### src/rtl/adc_spi_responder.sv
// SPI slave that serializes the latest ADC sample as a fixed-length, MSB-first frame.
// SCLK and CS are synchronized into the clk domain; every output is registered.
module adc_spi_responder #(
  parameter int unsigned DATA_W      = 10,
  parameter int unsigned LEAD_BITS   = 3,
  parameter int unsigned FRAME_BITS  = 16,
  parameter int unsigned SYNC_STAGES = 2
) (
  input  logic              clk,
  input  logic              reset_b,
  input  logic              SPI_clk,
  input  logic              CS,
  input  logic [DATA_W-1:0] Sample_in,
  input  logic              Sample_valid,
  output logic              SPI_Data_out,
  output logic              Busy,
  output logic              Frame_done,
  output logic              Frame_abort,
  output logic              Stale
);

  localparam int unsigned TRAIL_BITS = FRAME_BITS - LEAD_BITS - DATA_W;
  localparam int unsigned CNT_W      = $clog2(FRAME_BITS + 1);
  localparam int unsigned SETTLE     = SYNC_STAGES + 1;
  localparam int unsigned SET_W      = $clog2(SETTLE + 1);

  typedef enum logic [1:0] {IDLE, SHIFT, DONE} state_t;

  logic [SYNC_STAGES-1:0] sclk_sync, cs_sync;
  logic                   sclk_prev, cs_prev;
  logic                   sclk_last, cs_last;
  logic                   sclk_fall_q, cs_fall_q, cs_rise_q;
  logic [SET_W-1:0]       settle_cnt;
  logic                   armed;

  state_t                 state, state_d;
  logic [CNT_W-1:0]       cnt, cnt_d;
  logic [FRAME_BITS-1:0]  shreg, shreg_d;
  logic [DATA_W-1:0]      hold, hold_d;
  logic                   fresh, fresh_d;
  logic                   dout_q, dout_d;
  logic                   busy_q, busy_d;
  logic                   done_q, done_d;
  logic                   abort_q, abort_d;
  logic                   stale_q, stale_d;

  assign sclk_last = sclk_sync[SYNC_STAGES-1];
  assign cs_last   = cs_sync[SYNC_STAGES-1];

  // Synchronizers and registered edge strobes. The chains reset to the idle-high
  // level, so a CS held low through reset would look like a falling edge; a frame
  // may only start after CS has been seen high once the chain holds real pin values.
  always_ff @(posedge clk or posedge reset_b) begin
    if (reset_b) begin
      sclk_sync   <= '1;
      cs_sync     <= '1;
      sclk_prev   <= 1'b1;
      cs_prev     <= 1'b1;
      sclk_fall_q <= 1'b0;
      cs_fall_q   <= 1'b0;
      cs_rise_q   <= 1'b0;
      settle_cnt  <= '0;
      armed       <= 1'b0;
    end else begin
      sclk_sync   <= SYNC_STAGES'({sclk_sync, SPI_clk});
      cs_sync     <= SYNC_STAGES'({cs_sync, CS});
      sclk_prev   <= sclk_last;
      cs_prev     <= cs_last;
      sclk_fall_q <= sclk_prev & ~sclk_last;
      cs_fall_q   <= cs_prev & ~cs_last;
      cs_rise_q   <= ~cs_prev & cs_last;
      if (settle_cnt != SET_W'(SETTLE)) settle_cnt <= settle_cnt + SET_W'(1);
      if ((settle_cnt == SET_W'(SETTLE)) && cs_last) armed <= 1'b1;
    end
  end

  // State and datapath registers
  always_ff @(posedge clk or posedge reset_b) begin
    if (reset_b) begin
      state   <= IDLE;
      cnt     <= '0;
      shreg   <= '0;
      hold    <= '0;
      fresh   <= 1'b0;
      dout_q  <= 1'b0;
      busy_q  <= 1'b0;
      done_q  <= 1'b0;
      abort_q <= 1'b0;
      stale_q <= 1'b0;
    end else begin
      state   <= state_d;
      cnt     <= cnt_d;
      shreg   <= shreg_d;
      hold    <= hold_d;
      fresh   <= fresh_d;
      dout_q  <= dout_d;
      busy_q  <= busy_d;
      done_q  <= done_d;
      abort_q <= abort_d;
      stale_q <= stale_d;
    end
  end

  // Next-state and output logic
  always_comb begin
    state_d = state;
    cnt_d   = cnt;
    shreg_d = shreg;
    hold_d  = Sample_valid ? Sample_in : hold;
    fresh_d = fresh | Sample_valid;
    dout_d  = dout_q;
    done_d  = 1'b0;
    abort_d = 1'b0;
    stale_d = stale_q;

    case (state)
      IDLE: begin
        dout_d = 1'b0;
        if (cs_fall_q && armed) begin
          // hold_d already includes a same-cycle Sample_valid
          shreg_d = FRAME_BITS'(hold_d) << TRAIL_BITS;
          cnt_d   = '0;
          dout_d  = shreg_d[FRAME_BITS-1];
          stale_d = ~(fresh | Sample_valid);
          fresh_d = 1'b0;
          state_d = SHIFT;
        end
      end
      SHIFT: begin
        if (cs_rise_q) begin
          abort_d = 1'b1;
          dout_d  = 1'b0;
          state_d = IDLE;
        end else if (sclk_fall_q && !cs_last) begin
          cnt_d = cnt + CNT_W'(1);
          if (cnt == CNT_W'(FRAME_BITS - 1)) begin
            done_d  = 1'b1;
            dout_d  = 1'b0;
            state_d = DONE;
          end else begin
            shreg_d = shreg << 1;
            dout_d  = shreg_d[FRAME_BITS-1];
          end
        end
      end
      DONE: begin
        dout_d = 1'b0;
        if (cs_rise_q) state_d = IDLE;
      end
      default: begin
        dout_d  = 1'b0;
        state_d = IDLE;
      end
    endcase

    busy_d = (state_d == SHIFT);
  end

  assign SPI_Data_out = dout_q;
  assign Busy         = busy_q;
  assign Frame_done   = done_q;
  assign Frame_abort  = abort_q;
  assign Stale        = stale_q;

endmodule

### config.mk
export PLATFORM = sky130hd
export DESIGN_NAME = adc_spi_responder
export DESIGN_NICKNAME = d
export VERILOG_FILES = /design/src/rtl/adc_spi_responder.sv
export SDC_FILE = /design/constraint.sdc
export NUM_CORES = 1
export LEC_CHECK = 0
export BUFFER_PORTS_ARGS = -buffer_cell sky130_fd_sc_hd__buf_2
export CAP_MARGIN = 20
export CORE_UTILIZATION = 31
export DETAILED_ROUTE_END_ITERATION = 7
export GPL_ROUTABILITY_DRIVEN = 1
export GPL_TIMING_DRIVEN = 0
export PLACE_DENSITY = 0.44
export SYNTH_ARGS = -nofsm -noshare
export SYNTH_HDL_FRONTEND = slang
export SYNTH_SLANG_ARGS = --single-unit
### constraint.sdc
create_clock -name clk -period 2.3 [get_ports clk]
set_clock_uncertainty 0.05 [all_clocks]
set_input_delay 0.23 -clock clk [delete_from_list [all_inputs] [get_ports clk]]
set_output_delay 0.23 -clock clk [all_outputs]
set_load 0.02 [all_outputs]
==> metrics.md, run 1 <==
| Metric | Value |
|---|---|
| #FFs+latches synth | between 40 and 50 |
| Actual slew at the worst max-slew pin | about 0.41 ns |
| Io pins | 20 |
| Cts repair resizes | 0 |
| RSZ-0062 raised after global routing | false |
| Post-detailed-routing wire length | between 3000 and 4000 um |
| Mean Syn Cell Area | 14.40 um2 |
| N_diodes | 0 |
| GPL Wtd Cong | 0.6849 |
| Leakage power | between 1 and 1.5 nW |
| Longest Clk Path Bufs | 2 |
| Total grt overflow | 0 |
| Initial antenna violation count | 0 |
| Max Transition Viols Final | 0 |
| Number of H-tree levels | 2 |
| Number of global-route vias before repair | between 1000 and 1500 |
| Max-slew headroom | between 70% and 80% |
| Crit-path max FO | 10 |
| Core area | ~0.0060 mm2 |
| Setup Slack @ Placement | 0.008796 ns |
| Layout cells sized above 1 | 43.45% |
| Clock period minus worst slack | ~2.2 ns |
| Die Wd | around 82 um |
| Buf/Inv on CP | 1 |
| Crit-path max cell delay | between 0.4 and 0.5 ns |
| Die span in y | between 80 and 90 um |
| Worst path top cell family by delay | adder cells |
| Final setup fails | 0 |
| Warning count from the yosys run | 0 |
| Synth top area share | 52.00% |
| CP Data Arrival Time | 2.30 ns |
| Area of the mapped netlist | 0.001973 mm2 |
| Tcrit/Tclk final | between 90% and 100% |
| Routed WL per cell | 13.14 um |
| Critical path's most frequent cell | ha_1 |
| Synth top area cells | dfrtp_1 (52%), mux2_2 (16%), dfstp_2 (8.0%) |
| First-pass detailed-route iteration total | 4 |
| Worst-skew pair later-pin latency | slightly below 0.3 ns |
| Final hold violation count | 0 |
| First-pass GRT wire length | 5554 um |
| GR Util All Layers | between 10% and 20% |
| Commonest non-fill, non-tap cell in the layout | dfrtp_1 |
| Syn Inst Count | 137 |
| Nets | roughly 190 |
| Cell Pwr Density | around 850 mW/mm2 |
| # DRC | 0 |
| Req. time, crit path | 2.42 ns |
| Synth unique cells | 37 |
| Setup tns final | 0 ns |
| Post-synthesis sequential area ratio | 59.99% |
| Most frequent cells in the layout | dfrtp_1 (41), mux2_2 (28), buf_2 (21) |
| Antenna-violating nets left | 0 |
| Crit. End Element | register |
| Cell breakdown of the critical path | ha_1, and3_1, ha_1, o41ai_4, buf_6, mux2_2 |
| Largest net degree at the start of global routing | 33 |
| Initial DRC count | 24 |
| CP Class | reg -> reg |
| Clock Sinks | 47 |
| HP Class | in -> reg |
| Critical path startpoint category | register |
| Critical path's slowest cell | dfrtp_1 |
| Via Count | 1122 |
| Outcome | complete, no violations |
| CTS buffer count | 5 |
| Layout area overhead | 17.18% |
| Core Rows | 28 |
| IR drop worst, VDD | around 0.28 mV |
| Max_cap viols | 0 |
| Post-layout util | 38.37% |
| Reg clk slew, reported paths | 0.08 ns |
| Initial Utilization | between 30% and 40% |
| Die Area | about 0.0067 mm2 |
| Number of I/O port buffers | 19 |
| Root Driver | clkbuf_8 |
| TritonCTS clock tree | built |
| Final worst slack | roughly 0.12 ns |
| Dpl hpwl | between 2000 and 2500 um |
| Synth area leader | dfrtp_1 |
| Syn nets | ~160 |
| Vias per Instance | ~4.6 |
| Fmax | roughly 460 MHz |
[what timing repair did]
item	4_1_cts	5_1_grt
setup endpoints to repair	3	0
buffers inserted	0	0
hold endpoints to repair	15	0
hold buffers	3	0
[layer usage]
metal	up-vias	GRT usage (%)	part of all wire, %
li1	539	-	-
met5	-	0	0
met3	5	3.333	3.7
met4	0	4.737	1.6
met1	555	14.42	47
met2	23	18.26	47
[final cells by class]
cell class / instances / area, um2
plain buffers: 7 / 55.05
fillers: 605 / 3714
flip-flops and latches: 47 / 1184
repair buffers: 23 / 145.1
inverters: 5 / 18.77
multi-input cells: 78 / 715.7
well taps: 75 / 93.84
clock buffers: 8 / 100.1
[state kept, by name, indices dropped and copies added, names as in the netlist]
register,flops
shreg,12
hold,10
cnt,5
cs_sync,2
sclk_sync,2
settle_cnt,2
state,2
Busy,1
Frame_abort,1
Frame_done,1
SPI_Data_out,1
Stale,1
armed,1
cs_fall_q,1
cs_prev,1
cs_rise_q,1
fresh,1
sclk_fall_q,1
sclk_prev,1
[where the power goes]
part / internal, mW / switching [mW]
Sequential: 0.982 / 0.0780
Combinational: 0.223 / 0.159
Clock: 0.274 / 0.246
Total: 1.48 / 0.482
[logic make-up (layout without fill, tap and decap cells)]
family,count (synthesis),in the layout,share of synthesized area [%]
AO/OA/AOI/OAI,11,11,5.010
XOR/XNOR,1,1,0.4440
adder cells (fa/ha/maj),3,3,1.903
buffers and inverters,12,43,3.741
flip-flops,47,47,59.99
multiplexers,35,35,19.85
AND/OR/NAND/NOR,28,28,9.067
[metrics by stage]
step	hold slack (ns)	cell area (um2)	power, mW	std cells
6_report	0.1327	2312	1.962	243
5_1_grt	0.1277	2312	2.092	243
4_1_cts	0.1187	2312	2.007	243
3_5_place_dp	0.1795	2182	1.463	232
3_3_place_gp	0.2847	2162	1.437	231
2_1_floorplan	0.1845	1973	1.359	137
[cells in the mapped netlist (all sizes together)]
library cell	number
dfrtp	41
mux2	30
buf	6
dfstp	6
nand2	6
inv	5
mux2i	5
nor2b	4
ha	3
nand2b	3
o31ai	3
a21oi	2
nor2	2
nor3b	2
nor4	2
a21o	1
a311o	1
and2	1
and2b	1
and3	1
and3b	1
and4bb	1
clkbuf	1
nand3	1
nand4bb	1
nor3	1
o21a	1
o21ai	1
o311ai	1
o41ai	1
or3	1
xnor2	1
[worst reg2reg max path, delay by kind of cell, from the launching register on]
kind | cells | cell delay [ns]
buffers and inverters | 1 | 0.23
adder cells (fa/ha/maj) | 2 | 0.47
AO/OA/AOI/OAI | 1 | 0.36
AND/OR/NAND/NOR | 1 | 0.20
flip-flops | 1 | 0.41
multiplexers | 1 | 0.35
[final timing paths]
kind	startpoint	end	slack [ns]	cells past startpoint
max	cnt[0]	shreg[5]	0.12	6
min	Sample_in[2]	hold[2]	0.13	2
max reg2reg	cnt[0]	shreg[5]	0.12	6
min reg2reg	sclk_sync[0]	sclk_sync[1]	0.31	0
max in group asynchronous	reset_b	cs_prev	1.25	4
min in group asynchronous	reset_b	armed	0.40	3
Note: power is estimated with default switching activity, not from simulation.
==> run 2: changes to the inputs <==
- ABC_AREA: not set -> 1
==> metrics.md, run 2 <==
| Metric | Value |
|---|---|
| Outcome | finished, violations left |
| Violated checks | DRC |
| Number of H-tree levels | 2 |
| Initial Utilization | between 30 and 40% |
| Layout cells sized above 1 | between 10% and 20% |
| Critical path startpoint category | register |
| Antenna-violating nets left | 0 |
| Final setup fails | 0 |
| Filler instances | between 600 and 700 |
| Cts repair resizes | 0 |
| Actual slew at the worst max-slew pin | around 0.29 ns |
| Critical Path End | shreg[12] |
| Post-detailed-routing wire length | 4079 um |
| Mean Syn Cell Area | 8.591 um2 |
| Nets | 294 |
| Reg2Reg Setup Slack | ~0.52 ns |
| GR Util All Layers | 12.56% |
| Total power | roughly 1.9 mW |
| Crit-path max cell delay | approximately 0.43 ns |
| Most frequent cells in the layout | nand2_1 (87), dfrtp_1 (41), inv_1 (34) |
| CP Class | reg -> reg |
| Largest net degree at the start of global routing | 41 |
| Layout area overhead | 16.99% |
| Max_cap viols | 0 |
| Crit-path max FO | 10 |
| Non-filler cells, final | ~350 |
| # DRC | 2 |
| FF/Latch Area | around 0.0012 mm2 |
| Crit. End Element | register |
| Dominant register cell in the synthesized netlist | dfrtp_1 |
| Routed WL per cell | about 12 um |
| Post-synthesis sequential area ratio | 56.01% |
| Setup Slack @ Placement | 0.5046 ns |
| WL met1 | 2073 um |
| #FFs+latches synth | 47 |
| Worst path top cell family by delay | adder cells |
| Total grt overflow | 0 |
| Clock Sinks | 47 |
| Reg-to-Reg Start | cnt[0] |
| Metal2 WL | 1816 um |
| Critical path's most frequent cell | nand2_1 |
| RSZ-0062 raised after global routing | false |
| Core area | 0.006459 mm2 |
| Syn Inst Count | ~250 |
| CP Data Arrival Time | between 1.5 and 2 ns |
| Area of the mapped netlist | ~0.0021 mm2 |
| N_diodes | 0 |
| Regs by FF count | shreg x12, hold x10, cnt x5 |
| Critical path's slowest cell | dfrtp_1 |
| Tcrit/Tclk final | 77.37% |
| Initial antenna violation count | 0 |
| Leakage power | approximately 1.3 nW |
| Worst setup path startpoint | cnt[0] |
| Fmax | about 560 MHz |
| Synth top cells by count | nand2_1 (87), dfrtp_1 (41), inv_1 (35), nand3_1 (26), nor2_1 (13) |
| Buf/Inv on CP | 1 |
| First-pass detailed-route iteration total | 6 |
| Largest Register | shreg |
| HP Class | in -> reg |
| Number of global-route vias before repair | about 1500 |
| Worst-skew pair later-pin latency | around 0.30 ns |
| EDFF count, synth | 0 |
| Commonest non-fill, non-tap cell in the layout | nand2_1 |
| Req. time, crit path | roughly 2.4 ns |
| Async SR Flop Fraction | 100.0% |
| Final worst slack | 0.5206 ns |
| Reg2reg end | shreg[12] |
| Warning count from the yosys run | 0 |
| Longest Clk Path Bufs | 2 |
| Max FFs per register | 12 |
| Die Area | 0.007151 mm2 |
| Synth top area cells | dfrtp_1 (49%), nand2_1 (15%), dfstp_2 (7.5%) |
| Max-slew headroom | 80.27% |
| Via Count | roughly 1500 |
| Worst-case reg-to-reg path depth | 9 |
| Reg clk slew, reported paths | about 0.08 ns |
| Synth unique cells | 26 |
| Post-layout util | a little under two fifths |
| Die span in y | approximately 85 um |
| Top Layer Used | met4 |
| Vias per Instance | about 4.3 |
| Cell breakdown of the critical path | ha_1, nand2_1, nor2_1, ha_1, a21oi_1, nand4_1, buf_4, nand2_1, nand2_1 |
| Syn nets | 264 |
| Number of I/O port buffers | 19 |
| DP Cell Count | ~340 |
| Count leader, synth | nand2_1 |
| Io pins | 20 |
| First-pass GRT wire length | around 7000 um |
| TritonCTS clock tree | built |
| Final hold violation count | 0 |
| Root Driver | clkbuf_8 |
| Synth area leader | dfrtp_1 |
| Multi-input logic area | between 700 and 800 um2 |
| Die Wd | about 85 um |
| Max Transition Viols Final | 0 |
| Initial DRC count | 81 |
| GPL Wtd Cong | about 0.75 |
| Met3 routed WL | between 100 and 150 um |
| Synth top area share | 48.55% |
| Setup tns final | 0 ns |
| IR drop worst, VDD | 0.3257 mV |
| Cell Pwr Density | between 700 and 800 mW/mm2 |
| Dpl hpwl | ~2700 um |
| CTS buffer count | 5 |
| Clock period minus worst slack | approximately 1.8 ns |
| Critical path depth | 9 |
| Core Rows | 29 |
-- run 2: cell count changes after synthesis, sizes merged, moves of 2 or more --
cell / before / now
nand2: 6 / 88
o21ai: 1 / 3
nor4: 2 / 0
nor2b: 4 / 0
mux2i: 5 / 1
nand2b: 3 / 0
and2: 1 / 9
nand4: 0 / 2
mux2: 30 / 1
nand3: 1 / 28
inv: 5 / 36
nor2: 2 / 14
o31ai: 3 / 0
-- run 2: cells by family (layout without fill, tap and decap cells) --
kind of cell / count (synthesis) / after routing / synth area share [%]
compound gates: 7 / 7 / 1.776
buf+inv: 43 / 74 / 8.821
mux: 2 / 2 / 1.006
fa+ha+maj: 3 / 3 / 1.776
simple gates: 143 / 143 / 30.20
flops: 47 / 47 / 56.01
xor+xnor: 1 / 1 / 0.4145
-- run 2: worst min-delay path, stage by stage --
cell	delay, ns
buf_2	0.08
nand2_1	0.05
nand2_1	0.06
-- run 2: metrics by stage --
| stage | area [um2] | hold slack (ns) |
|---|---|---|
| floorplan | 2113 | 0.1845 |
| global placement | 2305 | 0.2859 |
| detailed placement | 2325 | 0.1036 |
| CTS | 2472 | 0.08840 |
| global route | 2472 | 0.09941 |
| finish | 2472 | 0.09751 |
-- run 2: cell type report --
type	instances	area share, %
Timing Repair Buffer	23	5.870
Clock inverter	2	1.417
Inverter	37	5.617
Buffer	6	1.923
Multi-Input combinational cell	156	30.06
Tap cell	77	3.897
Sequential cell	47	47.87
Clock buffer	6	3.340
-- run 2: repair_timing --
action / 4_1_cts / 5_1_grt
endpoints found under the setup margin: 0 / 0
endpoints found under the hold margin: 9 / 0
buffers inserted: 0 / 0
hold buffers: 3 / 0
-- run 2: how the worst min path moves through the flow --
| stage | start | endpoint | slack (ns) | cells after the start |
|---|---|---|---|---|
| after floorplan | CS | cs_sync[0] | 0.18 | 0 |
| after global placement | SPI_clk | sclk_sync[0] | 0.29 | 1 |
| after detailed placement | reset_b | hold[5] | 0.10 | 2 |
| after CTS | Sample_in[0] | hold[0] | 0.09 | 3 |
| after global routing | Sample_in[0] | hold[0] | 0.1 | 3 |
| final | Sample_in[0] | hold[0] | 0.1 | 3 |
-- run 2: power by group --
group / internal [mW] / switching [mW] / leakage, nW
Combinational: 0.125 / 0.201 / 0.694
Sequential: 0.928 / 0.0536 / 0.571
Clock: 0.352 / 0.288 / 0.0612
-- run 2: metal layers --
| layer | vias up | GRT usage, % |
|---|---|---|
| li1 | 803 | - |
| met1 | 704 | 16.61 |
| met2 | 19 | 19.66 |
| met3 | 6 | 3.540 |
| met4 | 0 | 4.622 |
| met5 | - | 0 |
